<file path="src/rtl/cpu_arb_pkg.sv">
// -----------------------------------------------------------------------------
// cpu_arb_pkg
// Shared types and constants for the mox125 fetch/data memory arbiter.
//   arb_state_t  : arbiter state encoding (ARB_IDLE, ARB_IF, ARB_DM)
//   ARB_SEL_WORD : byte-select used for every instruction fetch (full word)
//   STARVE_CNT_W : width of the fetch-starvation counter
// -----------------------------------------------------------------------------
package cpu_arb_pkg;

    typedef enum logic [1:0] {
        ARB_IDLE = 2'b00,
        ARB_IF   = 2'b01,
        ARB_DM   = 2'b10
    } arb_state_t;

    localparam logic [3:0] ARB_SEL_WORD = 4'hF;

    localparam int unsigned STARVE_CNT_W = 4;

endpackage : cpu_arb_pkg

</file>
<file path="src/rtl/cpu_arb_starve_ctr.sv">
// -----------------------------------------------------------------------------
// cpu_arb_starve_ctr
// Counts data grants made while a fetch is waiting. Once the count reaches
// STARVE_LIMIT, force_if_o tells the arbiter to give the next grant to fetch.
// Only instantiated when CPU_ARB_STARVE_GUARD_EN is defined.
// Ports:
//   clk_i, rst_i  : clock, synchronous active-high reset
//   arb_idle_i    : arbiter is in ARB_IDLE this cycle
//   if_req_i      : fetch request pending
//   if_grant_i    : fetch granted at this edge
//   dm_grant_i    : data granted at this edge
//   force_if_o    : registered, counter has reached STARVE_LIMIT
// -----------------------------------------------------------------------------
module cpu_arb_starve_ctr
    import cpu_arb_pkg::*;
#(
    parameter int unsigned STARVE_LIMIT = 4
) (
    input  logic clk_i,
    input  logic rst_i,
    input  logic arb_idle_i,
    input  logic if_req_i,
    input  logic if_grant_i,
    input  logic dm_grant_i,
    output logic force_if_o
);

    localparam logic [STARVE_CNT_W-1:0] LIMIT_C = STARVE_CNT_W'(STARVE_LIMIT);

    logic [STARVE_CNT_W-1:0] cnt_r;
    logic [STARVE_CNT_W-1:0] cnt_nxt_s;
    logic                    force_r;

    // Next count: clear on fetch grant or idle without fetch, saturating increment
    always_comb begin
        cnt_nxt_s = cnt_r;
        if (if_grant_i) begin
            cnt_nxt_s = '0;
        end else if (arb_idle_i && !if_req_i) begin
            cnt_nxt_s = '0;
        end else if (dm_grant_i && if_req_i && (cnt_r != LIMIT_C)) begin
            cnt_nxt_s = cnt_r + STARVE_CNT_W'(1);
        end else begin
            cnt_nxt_s = cnt_r;
        end
    end

    // Counter and force flag registers; the flag always equals (cnt_r == limit)
    always_ff @(posedge clk_i) begin
        if (rst_i) begin
            cnt_r   <= '0;
            force_r <= 1'b0;
        end else begin
            cnt_r   <= cnt_nxt_s;
            force_r <= (cnt_nxt_s == LIMIT_C);
        end
    end

    assign force_if_o = force_r;

endmodule : cpu_arb_starve_ctr

</file>
<file path="src/rtl/cpu_mem_arbiter.sv">
// -----------------------------------------------------------------------------
// cpu_mem_arbiter
// Shares one Wishbone-style memory port between instruction fetch and the
// data memory stage. One bus transaction at a time; data has priority over
// fetch because the memory stage holds the older instruction. Fetch responses
// are dropped when a branch flush hits while the fetch is on the bus.
//
// Optional feature: define CPU_ARB_STARVE_GUARD_EN to compile in the fetch
// starvation guard (after STARVE_LIMIT consecutive data grants with a fetch
// waiting, fetch wins the next arbitration). Without it, priority is strictly
// data-first and STARVE_LIMIT has no effect.
//
// Ports:
//   clk_i, rst_i                 : clock, synchronous active-high reset
//   if_req_i/if_adr_i            : fetch request and word address
//   if_dat_o/if_ack_o            : fetch read data and completion
//   flush_i                      : branch flush, discards in-flight fetch
//   dm_req_i/we/sel/adr/dat_i    : data request, write enable, lanes, addr, wdata
//   dm_dat_o/dm_ack_o            : data read data and completion
//   wb_cyc_o/stb/we/sel/adr/dat_o: registered bus master outputs
//   wb_dat_i/wb_ack_i            : bus read data and acknowledge
// -----------------------------------------------------------------------------
module cpu_mem_arbiter
    import cpu_arb_pkg::*;
#(
    parameter int unsigned STARVE_LIMIT = 4
) (
    input  logic        clk_i,
    input  logic        rst_i,
    input  logic        if_req_i,
    input  logic [31:0] if_adr_i,
    output logic [31:0] if_dat_o,
    output logic        if_ack_o,
    input  logic        flush_i,
    input  logic        dm_req_i,
    input  logic        dm_we_i,
    input  logic [3:0]  dm_sel_i,
    input  logic [31:0] dm_adr_i,
    input  logic [31:0] dm_dat_i,
    output logic [31:0] dm_dat_o,
    output logic        dm_ack_o,
    output logic        wb_cyc_o,
    output logic        wb_stb_o,
    output logic        wb_we_o,
    output logic [3:0]  wb_sel_o,
    output logic [31:0] wb_adr_o,
    output logic [31:0] wb_dat_o,
    input  logic [31:0] wb_dat_i,
    input  logic        wb_ack_i
);

    arb_state_t  state_r;
    logic        discard_r;
    logic        wb_cyc_r;
    logic        wb_stb_r;
    logic        wb_we_r;
    logic [3:0]  wb_sel_r;
    logic [31:0] wb_adr_r;
    logic [31:0] wb_dat_r;

    logic        grant_dm_s;
    logic        grant_if_s;
    logic        force_if_s;

`ifdef CPU_ARB_STARVE_GUARD_EN
    cpu_arb_starve_ctr #(
        .STARVE_LIMIT (STARVE_LIMIT)
    ) u_starve_ctr (
        .clk_i      (clk_i),
        .rst_i      (rst_i),
        .arb_idle_i (state_r == ARB_IDLE),
        .if_req_i   (if_req_i),
        .if_grant_i (grant_if_s),
        .dm_grant_i (grant_dm_s),
        .force_if_o (force_if_s)
    );
`else
    // Strict data priority: fetch is never forced. The parameter has no
    // function in this build and is only kept referenced here.
    logic unused_starve_limit_s;
    assign unused_starve_limit_s = ^STARVE_LIMIT;
    assign force_if_s            = 1'b0;
`endif

    // Arbitration: only in ARB_IDLE; data wins unless a waiting fetch is forced
    always_comb begin
        grant_dm_s = 1'b0;
        grant_if_s = 1'b0;
        if (state_r == ARB_IDLE) begin
            if (dm_req_i && !(force_if_s && if_req_i)) begin
                grant_dm_s = 1'b1;
            end else if (if_req_i) begin
                grant_if_s = 1'b1;
            end else begin
                grant_dm_s = 1'b0;
                grant_if_s = 1'b0;
            end
        end else begin
            grant_dm_s = 1'b0;
            grant_if_s = 1'b0;
        end
    end

    // Arbiter FSM with registered bus outputs and the fetch discard flag
    always_ff @(posedge clk_i) begin
        if (rst_i) begin
            state_r   <= ARB_IDLE;
            discard_r <= 1'b0;
            wb_cyc_r  <= 1'b0;
            wb_stb_r  <= 1'b0;
            wb_we_r   <= 1'b0;
            wb_sel_r  <= 4'h0;
            wb_adr_r  <= 32'h0000_0000;
            wb_dat_r  <= 32'h0000_0000;
        end else begin
            case (state_r)
                ARB_IDLE: begin
                    discard_r <= 1'b0;
                    if (grant_dm_s) begin
                        state_r  <= ARB_DM;
                        wb_cyc_r <= 1'b1;
                        wb_stb_r <= 1'b1;
                        wb_we_r  <= dm_we_i;
                        wb_sel_r <= dm_sel_i;
                        wb_adr_r <= dm_adr_i;
                        wb_dat_r <= dm_dat_i;
                    end else if (grant_if_s) begin
                        state_r  <= ARB_IF;
                        wb_cyc_r <= 1'b1;
                        wb_stb_r <= 1'b1;
                        wb_we_r  <= 1'b0;
                        wb_sel_r <= ARB_SEL_WORD;
                        wb_adr_r <= if_adr_i;
                        wb_dat_r <= 32'h0000_0000;
                    end else begin
                        state_r <= ARB_IDLE;
                    end
                end
                ARB_IF: begin
                    // A Wishbone cycle is never aborted; a flush only hides its ack
                    if (wb_ack_i) begin
                        state_r   <= ARB_IDLE;
                        wb_cyc_r  <= 1'b0;
                        wb_stb_r  <= 1'b0;
                        discard_r <= 1'b0;
                    end else if (flush_i) begin
                        discard_r <= 1'b1;
                    end else begin
                        discard_r <= discard_r;
                    end
                end
                ARB_DM: begin
                    if (wb_ack_i) begin
                        state_r  <= ARB_IDLE;
                        wb_cyc_r <= 1'b0;
                        wb_stb_r <= 1'b0;
                    end else begin
                        state_r <= ARB_DM;
                    end
                end
                default: begin
                    state_r   <= ARB_IDLE;
                    discard_r <= 1'b0;
                    wb_cyc_r  <= 1'b0;
                    wb_stb_r  <= 1'b0;
                end
            endcase
        end
    end

    assign wb_cyc_o = wb_cyc_r;
    assign wb_stb_o = wb_stb_r;
    assign wb_we_o  = wb_we_r;
    assign wb_sel_o = wb_sel_r;
    assign wb_adr_o = wb_adr_r;
    assign wb_dat_o = wb_dat_r;

    // Response path is combinational so a zero-wait slave completes in one cycle;
    // a flush in the ack cycle itself must also suppress the fetch ack.
    assign if_ack_o = wb_ack_i & (state_r == ARB_IF) & ~discard_r & ~flush_i;
    assign dm_ack_o = wb_ack_i & (state_r == ARB_DM);
    assign if_dat_o = wb_dat_i;
    assign dm_dat_o = wb_dat_i;

endmodule : cpu_mem_arbiter

</file>
<file path="config.mk">
export PLATFORM = sky130hd
export DESIGN_NAME = cpu_mem_arbiter
export DESIGN_NICKNAME = d
export VERILOG_FILES = /design/src/rtl/cpu_arb_pkg.sv /design/src/rtl/cpu_arb_starve_ctr.sv /design/src/rtl/cpu_mem_arbiter.sv
export SDC_FILE = /design/constraint.sdc
export NUM_CORES = 1
export LEC_CHECK = 0
export ABC_AREA = 1
export CAP_MARGIN = 10
export CELL_PAD_IN_SITES_DETAIL_PLACEMENT = 1
export CELL_PAD_IN_SITES_GLOBAL_PLACEMENT = 1
export CORE_MARGIN = 1.5
export CORE_UTILIZATION = 24
export DETAILED_ROUTE_END_ITERATION = 10
export PLACE_DENSITY = 0.84
export REMOVE_ABC_BUFFERS = 1
export SLEW_MARGIN = 30
export SYNTH_ARGS = -nofsm -noshare
export SYNTH_HDL_FRONTEND = slang
export SYNTH_SLANG_ARGS = --single-unit
</file>
<file path="constraint.sdc">
create_clock -name clk_i -period 3.23 [get_ports clk_i]
set_clock_uncertainty 0.2 [all_clocks]
set_input_delay 0.646 -clock clk_i [delete_from_list [all_inputs] [get_ports clk_i]]
set_output_delay 0.646 -clock clk_i [all_outputs]
set_load 0.005 [all_outputs]
</file>
Word-level counts from Yosys, hierarchy flattened:

Cells that the tools add are included.

* bits in registers: 73
* bits in latches: 0
* memory bits (writable): 0
* ROM bits: 0
* bits of input ports: 139
* word-level logic and storage cells: 51
* memories kept: 0

* $add $sub $neg: 0
* multipliers: 0
* divide/modulo/power cells: 0
* order comparisons: 0
* equality and inequality tests: 6
* shift operators: 0
* muxes and demuxes: 25
* bitwise logic cells: 7
* reduce and logical (&&, ||, !) cells: 6

Operator list (number)
* $mux W32: 4
* $mux W1: 13
* $mux W4: 2
* $mux W2: 3
* $ne A3 B3 Y1 const B: 2
* $pmux W2 S3: 1
* $reduce_and A2 Y1: 3
* $and A1 B1 Y1: 4
* $pmux W1 S2: 2
* $not A1 Y1: 3
* $eq A2 B1 Y1 const B: 1
* $eq A2 B2 Y1 const B: 1
* $logic_not A2 Y1: 1
* $ne A2 B1 Y1 const B: 1
* $ne A2 B2 Y1 const B: 1
* $reduce_bool A2 Y1: 1
* $reduce_or A2 Y1: 1

Longest topological paths before layout:

* depth in word-level cells: 6
* depth in mapped cells: 9
* mapped depth without buffers: 7

Worst setup path before layout:

Ideal clock, no wire load.

* path kind: input to output
* from: in wb_ack_i
* to: out if_ack_o
* arrival time: 0.943 ns
* data required time: 2.384 ns
* setup slack: 1.441 ns
* stages: 2
* path buffers: 0
* cell sequence: inv_1 -> nor4_1

* cells in the longest elaborated chain, start to end: 3

Ends and longest elaborated chain
* start: declaration: line cpu_mem_arbiter.sv:49 `input logic wb_ack_i`
* $and A1 B1 Y1 (3 in a row): line cpu_mem_arbiter.sv:180 `assign if_ack_o = wb_ack_i & (state_r == ARB_IF) & ~discard_r & ~flush_i;`
* end: declaration: line cpu_mem_arbiter.sv:33 `output logic if_ack_o,`

Every way passes these cells.

Final worst setup path:

Ends and elaborated chain as after synthesis.

==> qor.yml <==
outcome:
  outcome: "completed"
critical_path:
  path_class: "in2out"
  r2r-end: "wb_dat_o[16]"
  cp.arrival_ps: 2060
  cp-start-kind: "input port"
  crit_slowest_cell: "clkdlybuf4s50_1"
  worstPathMaxFanout: 4
  r2r_cells: 8
  reg2reg_from: "state_r[0]"
  crit_chain: "clkdlybuf4s50_1, inv_1, nor4_1, clkdlybuf4s50_1"
  max_stage_delay_ps: 560
  reg2reg_slack_ps: 890
  crit_top_cell: "clkdlybuf4s50_1"
  end_kind: "output pin"
  crit_required_ps: 2380
route:
  wl_um: 14780
  viasPerCell: 4.281
  ant_nets: 0
  route.detailed.drc: 0
  first_pass_iters: 4
  drtIter0Drc: 128
  num_vias: 4016
  routedWlPerCell_um: 15.75
final_layout:
  final_cell_mix: "211 x nor2_1, 179 x clkdlybuf4s50_1, 75 x inv_1"
  diodes: 0
  final_area_um2: 5764
  area_growth_pct: 46.67
  drive_gt1_frac: 0.04017
  fillers: 2020
  regArea_um2: 1461
  final_common_cell: "nor2_1"
  nets: 861
  final_cells: 938
  multi_input_area_um2: 1536
power:
  swShare: 0.2704
  powerDensity_nw_per_um2: 517.4
  clock_power_share: 0.388
  switchingPower_mw: 0.8065
  p_comb_frac: 0.259
  leakage_nw: 2.544
  seqPwrFrac: 0.353
  irDropWorstVdd_uv: 221.7
  internal_power_mw: 2.176
synth:
  synth_compound_area_frac: 0.05762
  syn-cell-area_um2: 3930
  synthSimpleGateAreaFrac: 0.3168
  ys_ff_latch: 73
  muxShareOfSynthArea: 0
  synth_area_per_cell_um2: 6.390
  synth_fa_ha_area_frac: 0.01592
  synth_seq_area_share: 0.3719
  synthXorXnorAreaFrac: 0
  synthCells: 615
  yosysUniqueCellTypes: 19
  synth_top_family_by_area: "simple AND/OR/NAND/NOR gates"
  yosys_warnings: 0
sta:
  fin_worst_hold_slack_ps: 278.9
  period_needed_ps: 2907
  max_freq_ghz: 0.3441
  drv_slew: 0
  rsz0062_at_grt: "no"
  max_slew_margin: 0.5834
  final-setup-viol-count: 0
  worst_pin_slew_ps: 624.9
  fin_ws_ps: 323.5
  tns_ps: 0
  hold_viol_final: 0
  timing.final.crit_share: 0.8999
placement:
  place_ws_ps: 355.9
  dp_cells: 922
  dpl_cell_area_um2: 5420
  place.gp.congestion: 0.7375
  io_buffers: 179
  hpwlAfterDp_um: 11170
cts:
  root_buffer: "clkbuf_16"
  worstSkewPairLatency_ps: 330
  post_cts_resized: 0
  cts_buffers: 9
  cts.reportedPaths.clkPinSlew_ps: 60
  cts_hold_buf: 0
  cts_tree: "built"
  cts_setup_buffers: 0
  cts.path.max_buffers: 2
  cts_sinks: 73
  h-tree-depth: 3
global_routing:
  overflow: 0
  grt_max_degree: 39
  grt_use_total: 0.1740
  antenna_found_initial: 1
  grt_pass1_wl_um: 22130
  grt_pass1_vias: 3992
floorplan:
  chipWidth_um: 131.0
  die_y_um: 131.0
  rows: 46
  pin_count: 276
  dieArea_um2: 17150
  core-area_um2: 15940
  start_util: 0.2465
worst_hold_path:
  hold_path_depth: 2
  hold_start: "wb_sel_o[3]"
  whs_endpoint: "wb_sel_o[3]"
  hp-class: "reg2reg"
run:
  cap_violations: 0
## cells by family (layout without fill, tap and decap cells)
group | count (synthesis) | in the layout
and+or+nand+nor | 320 | 320
buffers and inverters | 174 | 281
DFF | 73 | 73
AOI/OAI and AO/OA | 43 | 43
adders and majority gates | 5 | 5
## registers in the layout, summed over array words and instances (netlist names)
| signal | flops |
|---|---|
| wb_adr_o | 32 |
| wb_sel_o | 4 |
| wb_we_o | 1 |
| state_r | 2 |
| discard_r | 1 |
| wb_dat_o | 32 |
| wb_stb_o | 1 |
## worst max-delay path, delay by kind of cell
family	cells	cell delay (ps)
buf+inv	3	1170
simple gates	1	250
## routing by layer
metal	vias to the layer above	GRT usage	part of all wire
li1	1965	-	-
met3	18	0.1197	0.15
met2	227	0.2408	0.40
met1	1802	0.2069	0.43
met4	4	0.05882	0.014
met5	-	0.06176	0.0054
## how the worst max path moves through the flow
stage | from | end | slack (ps) | cells after the start
after global routing | wb_ack_i | if_ack_o | 240 | 4
after CTS | wb_ack_i | if_ack_o | 340 | 4
after detailed placement | wb_ack_i | if_ack_o | 360 | 4
after global placement | wb_ack_i | if_ack_o | 410 | 4
final | wb_ack_i | if_ack_o | 320 | 4
after floorplan | state_r[0] | wb_adr_o[0] | -70 | 7
## Yosys cell counts
master,n,area share
ha_1,5,0.016
inv_2,1,0.00095
a21oi_1,3,0.0038
o21ai_0,37,0.047
clkbuf_2,1,0.0013
nand3_1,32,0.041
o21ai_1,2,0.0025
nor2_1,211,0.20
buf_6,2,0.0057
buf_1,1,0.00095
buf_2,14,0.018
nor3_1,1,0.0013
inv_1,75,0.072
clkbuf_1,14,0.013
nand2_1,75,0.072
a21oi_4,1,0.0041
buf_4,66,0.13
nor4_1,1,0.0016
dfxtp_1,73,0.37
## layout make-up
class	count	share of cell area
inverters	76	0.04949
clock inverters	6	0.01823
repair buffers	189	0.3239
flip-flops and latches	73	0.2535
clock buffers	10	0.04146
multi-input cells	368	0.2666
well taps	216	0.04689
## power groups by stage
stage	clock network, mW	registers [mW]	logic [mW]
final	1.16	1.05	0.772
after global routing	1.23	1.06	0.869
after CTS	1.21	1.05	0.790
after detailed placement	0	1.07	0.785
after global placement	0	1.07	0.775
after floorplan	0	1.08	0.298
## stage by stage
stage	power (mW)	utilization
global route	3.163	0.3616
CTS	3.049	0.3616
floorplan	1.375	-
global placement	1.842	0.3400
detailed placement	1.857	0.3400
finish	2.983	0.3616
Power figures use the tool's default switching activity.
